$ cat src/rtl/serial_frame_tx_if.sv
// Parallel word handshake into the serial frame transmitter.
// The producer drives data/valid; the transmitter answers with ready.
interface serial_frame_tx_if #(
    parameter int WIDTH = 8
);
    logic [WIDTH-1:0] data;
    logic             valid;
    logic             ready;

    modport master (output data, output valid, input ready);
    modport slave  (input data, input valid, output ready);
endinterface

$ cat src/rtl/serial_frame_tx.sv
// Serializes one parallel word per frame: start(1), data LSB first,
// optional even parity, stop(0); every bit lasts DIV clock cycles.
module serial_frame_tx #(
    parameter int WIDTH     = 8,
    parameter int DIV       = 1,
    parameter bit PARITY_EN = 1'b1
) (
    input  logic             clock,
    input  logic             reset,
    serial_frame_tx_if.slave bus,
    output logic             out,
    output logic             busy,
    output logic             done
);
    localparam int CW = (WIDTH > 1) ? $clog2(WIDTH) : 1;
    localparam logic [7:0]    DIV_LAST = 8'(DIV - 1);
    localparam logic [CW-1:0] BIT_LAST = CW'(WIDTH - 1);

    typedef enum logic [2:0] {
        IDLE,
        START,
        DATA,
        PARITY,
        STOP
    } state_t;

    state_t           state_q, state_d;
    logic [WIDTH-1:0] shift_q, shift_d;
    logic [CW-1:0]    cnt_q, cnt_d;
    logic [7:0]       div_q, div_d;
    logic             parity_q, parity_d;
    logic             out_q, out_d;
    logic             done_q, done_d;
    logic             tick;

    assign tick      = (div_q == 8'd0);
    assign bus.ready = (state_q == IDLE);
    assign busy      = (state_q != IDLE);
    assign out       = out_q;
    assign done      = done_q;

    // NOTE: every variable gets its hold value first so no path through the
    // case statement can leave one unassigned and infer a latch.
    always_comb begin
        state_d  = state_q;
        shift_d  = shift_q;
        cnt_d    = cnt_q;
        div_d    = tick ? DIV_LAST : div_q - 8'd1;
        parity_d = parity_q;
        out_d    = out_q;
        done_d   = 1'b0;

        case (state_q)
            IDLE: begin
                div_d = 8'd0;
                out_d = 1'b0;
                if (bus.valid) begin
                    state_d  = START;
                    shift_d  = bus.data;
                    parity_d = ^bus.data;
                    div_d    = DIV_LAST;
                    out_d    = 1'b1;
                end
            end
            START: begin
                if (tick) begin
                    state_d = DATA;
                    cnt_d   = '0;
                    out_d   = shift_q[0];
                end
            end
            DATA: begin
                if (tick) begin
                    if (cnt_q == BIT_LAST) begin
                        state_d = PARITY_EN ? PARITY : STOP;
                        out_d   = PARITY_EN ? parity_q : 1'b0;
                    end else begin
                        cnt_d   = cnt_q + 1'b1;
                        shift_d = shift_q >> 1;
                        out_d   = shift_d[0];
                    end
                end
            end
            PARITY: begin
                if (tick) begin
                    state_d = STOP;
                    out_d   = 1'b0;
                end
            end
            STOP: begin
                if (tick) begin
                    state_d = IDLE;
                    div_d   = 8'd0;
                    out_d   = 1'b0;
                    done_d  = 1'b1;
                end
            end
            default: begin
                state_d = IDLE;
                div_d   = 8'd0;
                out_d   = 1'b0;
            end
        endcase
    end

    // NOTE: state registers use non-blocking assignments so all of them
    // update together from values sampled before the edge.
    always_ff @(posedge clock or negedge reset) begin
        if (!reset) begin
            state_q  <= IDLE;
            shift_q  <= '0;
            cnt_q    <= '0;
            div_q    <= 8'd0;
            parity_q <= 1'b0;
            out_q    <= 1'b0;
            done_q   <= 1'b0;
        end else begin
            state_q  <= state_d;
            shift_q  <= shift_d;
            cnt_q    <= cnt_d;
            div_q    <= div_d;
            parity_q <= parity_d;
            out_q    <= out_d;
            done_q   <= done_d;
        end
    end
endmodule

$ cat src/flat_wrapper.sv
// flat-port wrapper written by rule: the top's interface ports become plain ports
module serial_frame_tx_flat 
#(
    parameter int WIDTH     = 8,
    parameter int DIV       = 1,
    parameter bit PARITY_EN = 1'b1
)
  (clock, reset, out, busy, done, bus_data, bus_valid, bus_ready);
  serial_frame_tx_if #(.WIDTH(WIDTH)) bus_i ();
  input  logic clock;
  input  logic reset;
  output logic out;
  output logic busy;
  output logic done;
  input wire logic [$bits(bus_i.data)-1:0] bus_data;
  input wire logic [$bits(bus_i.valid)-1:0] bus_valid;
  output wire logic [$bits(bus_i.ready)-1:0] bus_ready;
  assign bus_i.data = bus_data;
  assign bus_i.valid = bus_valid;
  assign bus_ready = bus_i.ready;
  serial_frame_tx #(.WIDTH(WIDTH), .DIV(DIV), .PARITY_EN(PARITY_EN)) u_core (.clock(clock), .reset(reset), .bus(bus_i), .out(out), .busy(busy), .done(done));
endmodule
$ cat config.mk
export PLATFORM = sky130hd
export DESIGN_NAME = serial_frame_tx_flat
export DESIGN_NICKNAME = d
export VERILOG_FILES = /design/src/rtl/serial_frame_tx_if.sv /design/src/rtl/serial_frame_tx.sv /design/src/flat_wrapper.sv
export SDC_FILE = /design/constraint.sdc
export NUM_CORES = 1
export LEC_CHECK = 0
export ABC_AREA = 1
export BUFFER_PORTS_ARGS = -buffer_cell sky130_fd_sc_hd__buf_2
export CORE_ASPECT_RATIO = 1.75
export CORE_MARGIN = 2
export CORE_UTILIZATION = 45
export CTS_BUF_LIST = sky130_fd_sc_hd__clkbuf_8
export CTS_CLUSTER_DIAMETER = 50
export DETAILED_ROUTE_END_ITERATION = 12
export MAX_ROUTING_LAYER = met4
export PLACE_DENSITY = 0.66
export SLEW_MARGIN = 20
export SYNTH_ARGS = -nofsm -noshare
export SYNTH_HDL_FRONTEND = slang
export SYNTH_SLANG_ARGS = --single-unit
$ cat constraint.sdc
create_clock -name clock -period 1.8 [get_ports clock]
set_input_delay 0.27 -clock clock [delete_from_list [all_inputs] [get_ports clock]]
set_output_delay 0.27 -clock clock [all_outputs]
set_load 0.02 [all_outputs]
==> impl_metrics.env <==
export IMPL_tritoncts="done"
export IMPL_drt_iter0_drc=9
export IMPL_fmax_mhz=636
export IMPL_critical_path_class="flop to flop"
export IMPL_intPower_mw=1.22
export IMPL_clk_pin_slew_ps=80
export IMPL_reg2reg_slack_ps=230
export IMPL_ir_worst_vdd_uv=857
export IMPL_synth_flop_cell="dfrtp_1"
export IMPL_maxCapViolCount=0
export IMPL_htree_num_levels=1
export IMPL_p_per_area_nw_per_um2=1290
export IMPL_post_cts_buffers=0
export IMPL_pwr_share_clk_pct=15.1
export IMPL_p_leak_nw=0.975
export IMPL_r2r_start="u_core.div_q[0]"
export IMPL_layout_common_cells="nand2_1 (71), inv_1 (29), dfrtp_1 (25)"
export IMPL_path_cells="inv_1 > ha_1 > inv_1 > nor3_1 > nand2_1 > nand3_4 > nand2_1 > o21ai_0"
export IMPL_met3_usage_pct=2.02
export IMPL_layout_commonest_cell="nand2_1"
export IMPL_synth_avg_cell_area_sq_um=7.44
export IMPL_rows=27
export IMPL_ys_types=23
export IMPL_rsz0062_at_grt="no"
export IMPL_cts_sinks=25
export IMPL_final_cell_area_sq_um=1660
export IMPL_grt_max_degree=26
export IMPL_setup_viol_count_final=0
export IMPL_critPathCapture="u_core.state_q[2]"
export IMPL_power_frac_comb_pct=45.6
export IMPL_grt_pass1_vias=1210
export IMPL_wl_per_cell_um=10.0
export IMPL_clock_root_buffer="clkbuf_8"
export IMPL_placed_cell_area_sq_um=1600
export IMPL_wirelength_um=2610
export IMPL_slew_headroom_pct=64.5
export IMPL_grt_overflow=0
export IMPL_netlist_area_sq_um=1500
export IMPL_clock_path_buffers=2
export IMPL_cp_end_kind="flop"
export IMPL_synth_warnings=0
export IMPL_fp_dieArea_sq_um=3840
export IMPL_final_nets=234
export IMPL_seq_area_frac_synth_pct=41.6
export IMPL_hp_class="input port to flop"
export IMPL_cp_required_ps=1990
export IMPL_grt_pass1_wl_um=4800
export IMPL_synthCells=202
export IMPL_nFillCells=348
export IMPL_syn_num_nets=217
export IMPL_critPathLaunchType="flop"
export IMPL_fp_dieW_um=47.7
export IMPL_use_met2_pct=29.3
export IMPL_via_per_inst=4.69
export IMPL_synth_edf_count=0
export IMPL_ff2ff_path_depth=8
export IMPL_cts_buffers=3
export IMPL_grtUsageTotal_pct=17.4
export IMPL_fin_crit_ps=1570
export IMPL_insertion_delay_ps=270
export IMPL_post_synth_top_area_cell="dfrtp_1"
export IMPL_drive_gt1_share_pct=15.6
export IMPL_die_h_um=80.4
export IMPL_finalCritPeriodShare_pct=87.4
export IMPL_antenna_found_initial=0
export IMPL_vias=1223
export IMPL_status="finished, final reports clean"
export IMPL_synth_seq_cells=25
export IMPL_worst_path_max_fanout=13
export IMPL_cp_slowest_stage_delay_ps=380
export IMPL_seq_power_share_pct=39.3
export IMPL_start_util_pct=47.3
export IMPL_grt_busiest_layer="met2"
export IMPL_postRouteAntennaNets=0
export IMPL_synth_top_cell_area_share_pct=41.6
export IMPL_fin_setup_tns_ps=0
export IMPL_io_pins=15
export IMPL_drc_errors=0
export IMPL_worst_pin_slew_ps=532
export IMPL_drtPass1Iterations=4
export IMPL_utilization_pct=52.4
export IMPL_final_max_slew_viol_count=0
export IMPL_power_switching_share_pct=43.4
export IMPL_synthArstFlopShare_pct=100
export IMPL_antennaDiodeCount=0
export IMPL_core_area_sq_um=3180
export IMPL_skew_ps=0.941
export IMPL_slowest_stage="dfrtp_1"
export IMPL_switchingPower_uw=934
export IMPL_dp_hpwl_um=2100
export IMPL_syn_to_final_growth_pct=10.7
export IMPL_met1_usage_pct=18.6
export IMPL_rr_endpoint="u_core.state_q[2]"
export IMPL_io_buffer_count=14
export IMPL_cp_arrival_ps=1770
export IMPL_synth_area_leaders="dfrtp_1 (42%), nand2_1 (18%), inv_1 (7.0%), nand3_1 (4.0%), nor2_1 (3.7%)"
export IMPL_gp_congestion=0.831
export IMPL_crit_path_start="u_core.div_q[0]"
export IMPL_hold_violations=0
## sequential cells by signal (all words and copies together) (netlist names)
signal	flops
u_core.out	1
u_core.div_q	8
u_core.cnt_q	3
u_core.shift_q	8
u_core.done	1
u_core.state_q	3
u_core.parity_q	1
## power by group through the flow
stage	logic [mW]	registers [mW]	clock network, mW
finish	0.980	0.845	0.325
global route	1.13	0.866	0.358
CTS	0.996	0.845	0.333
detailed placement	0.996	0.854	0
global placement	0.982	0.850	0
floorplan	0.816	0.842	0
## routing by layer
layer  wire, um  share of wire [%]  vias up
met2       1360                 52       16
li1           -                  -      652
met3         51                2.0        8
met5          0                  0        -
met1       1120                 43      547
met4         90                3.4        0
## final cells by class
cell class	instances	area (sq um)	area share, %
multi-input combinational	142	733	44.1
sequential	25	626	37.6
inverter	32	125	7.52
timing repair buffer	15	80.1	4.82
tap	43	53.8	3.24
clock buffer	3	41.3	2.48
clock inverter	1	3.75	0.226
## per-stage QoR
stage / setup WS (ps) / instances / total power [mW] / hold slack (ps)
floorplan: 344 / 202 / 1.66 / -25.6
global placement: 229 / 256 / 1.83 / 291
detailed placement: 180 / 256 / 1.85 / 290
CTS: 145 / 261 / 2.17 / 292
global route: 54.2 / 261 / 2.35 / 310
finish: 227 / 261 / 2.15 / 297
## worst max-delay path, delay by kind of cell (launching register included)
kind	cells	cell delay (ps)
AOI/OAI and AO/OA	1	160
buffers and inverters	2	130
and+or+nand+nor	4	690
adders and majority gates	1	150
DFF	1	380
## worst min path at each step
stage	startpoint	to	slack [ps]	cells after the start
after CTS	bus_data[7]	u_core.shift_q[7]	290	3
after floorplan	reset	u_core.cnt_q[0]	-30	0
after global routing	bus_data[7]	u_core.shift_q[7]	310	3
after detailed placement	reset	u_core.div_q[4]	290	1
after global placement	reset	u_core.div_q[4]	290	1
final	bus_data[7]	u_core.shift_q[7]	300	3
## cells in the mapped netlist, types with 2 or more instances
library cell	count
ha_1	4
nand2_4	4
nand3_1	12
nor2_1	15
nand4_1	4
dfrtp_1	25
nand2_2	3
o21ai_1	5
o21ai_0	4
buf_4	2
o21a_1	6
inv_1	28
o21ai_2	2
nor2_2	2
xor2_1	4
inv_2	3
nand2_1	71
xnor2_1	2
nor3_1	2
## repair_timing
| action | 4_1_cts | 5_1_grt |
|---|---|---|
| hold endpoints to repair | 25 | 0 |
| resized for setup | 0 | 1 |
| endpoints found under the setup margin | 0 | 3 |
| hold buffers | 1 | 0 |
## cell families after synthesis
logic type      synth area share (%)
xor+xnor                        3.50
compound gates                  7.16
buf+inv                         10.1
flops                           41.6
fa+ha+maj                       3.33
simple gates                    34.3
No activity file was read; power rests on OpenSTA's default activity.
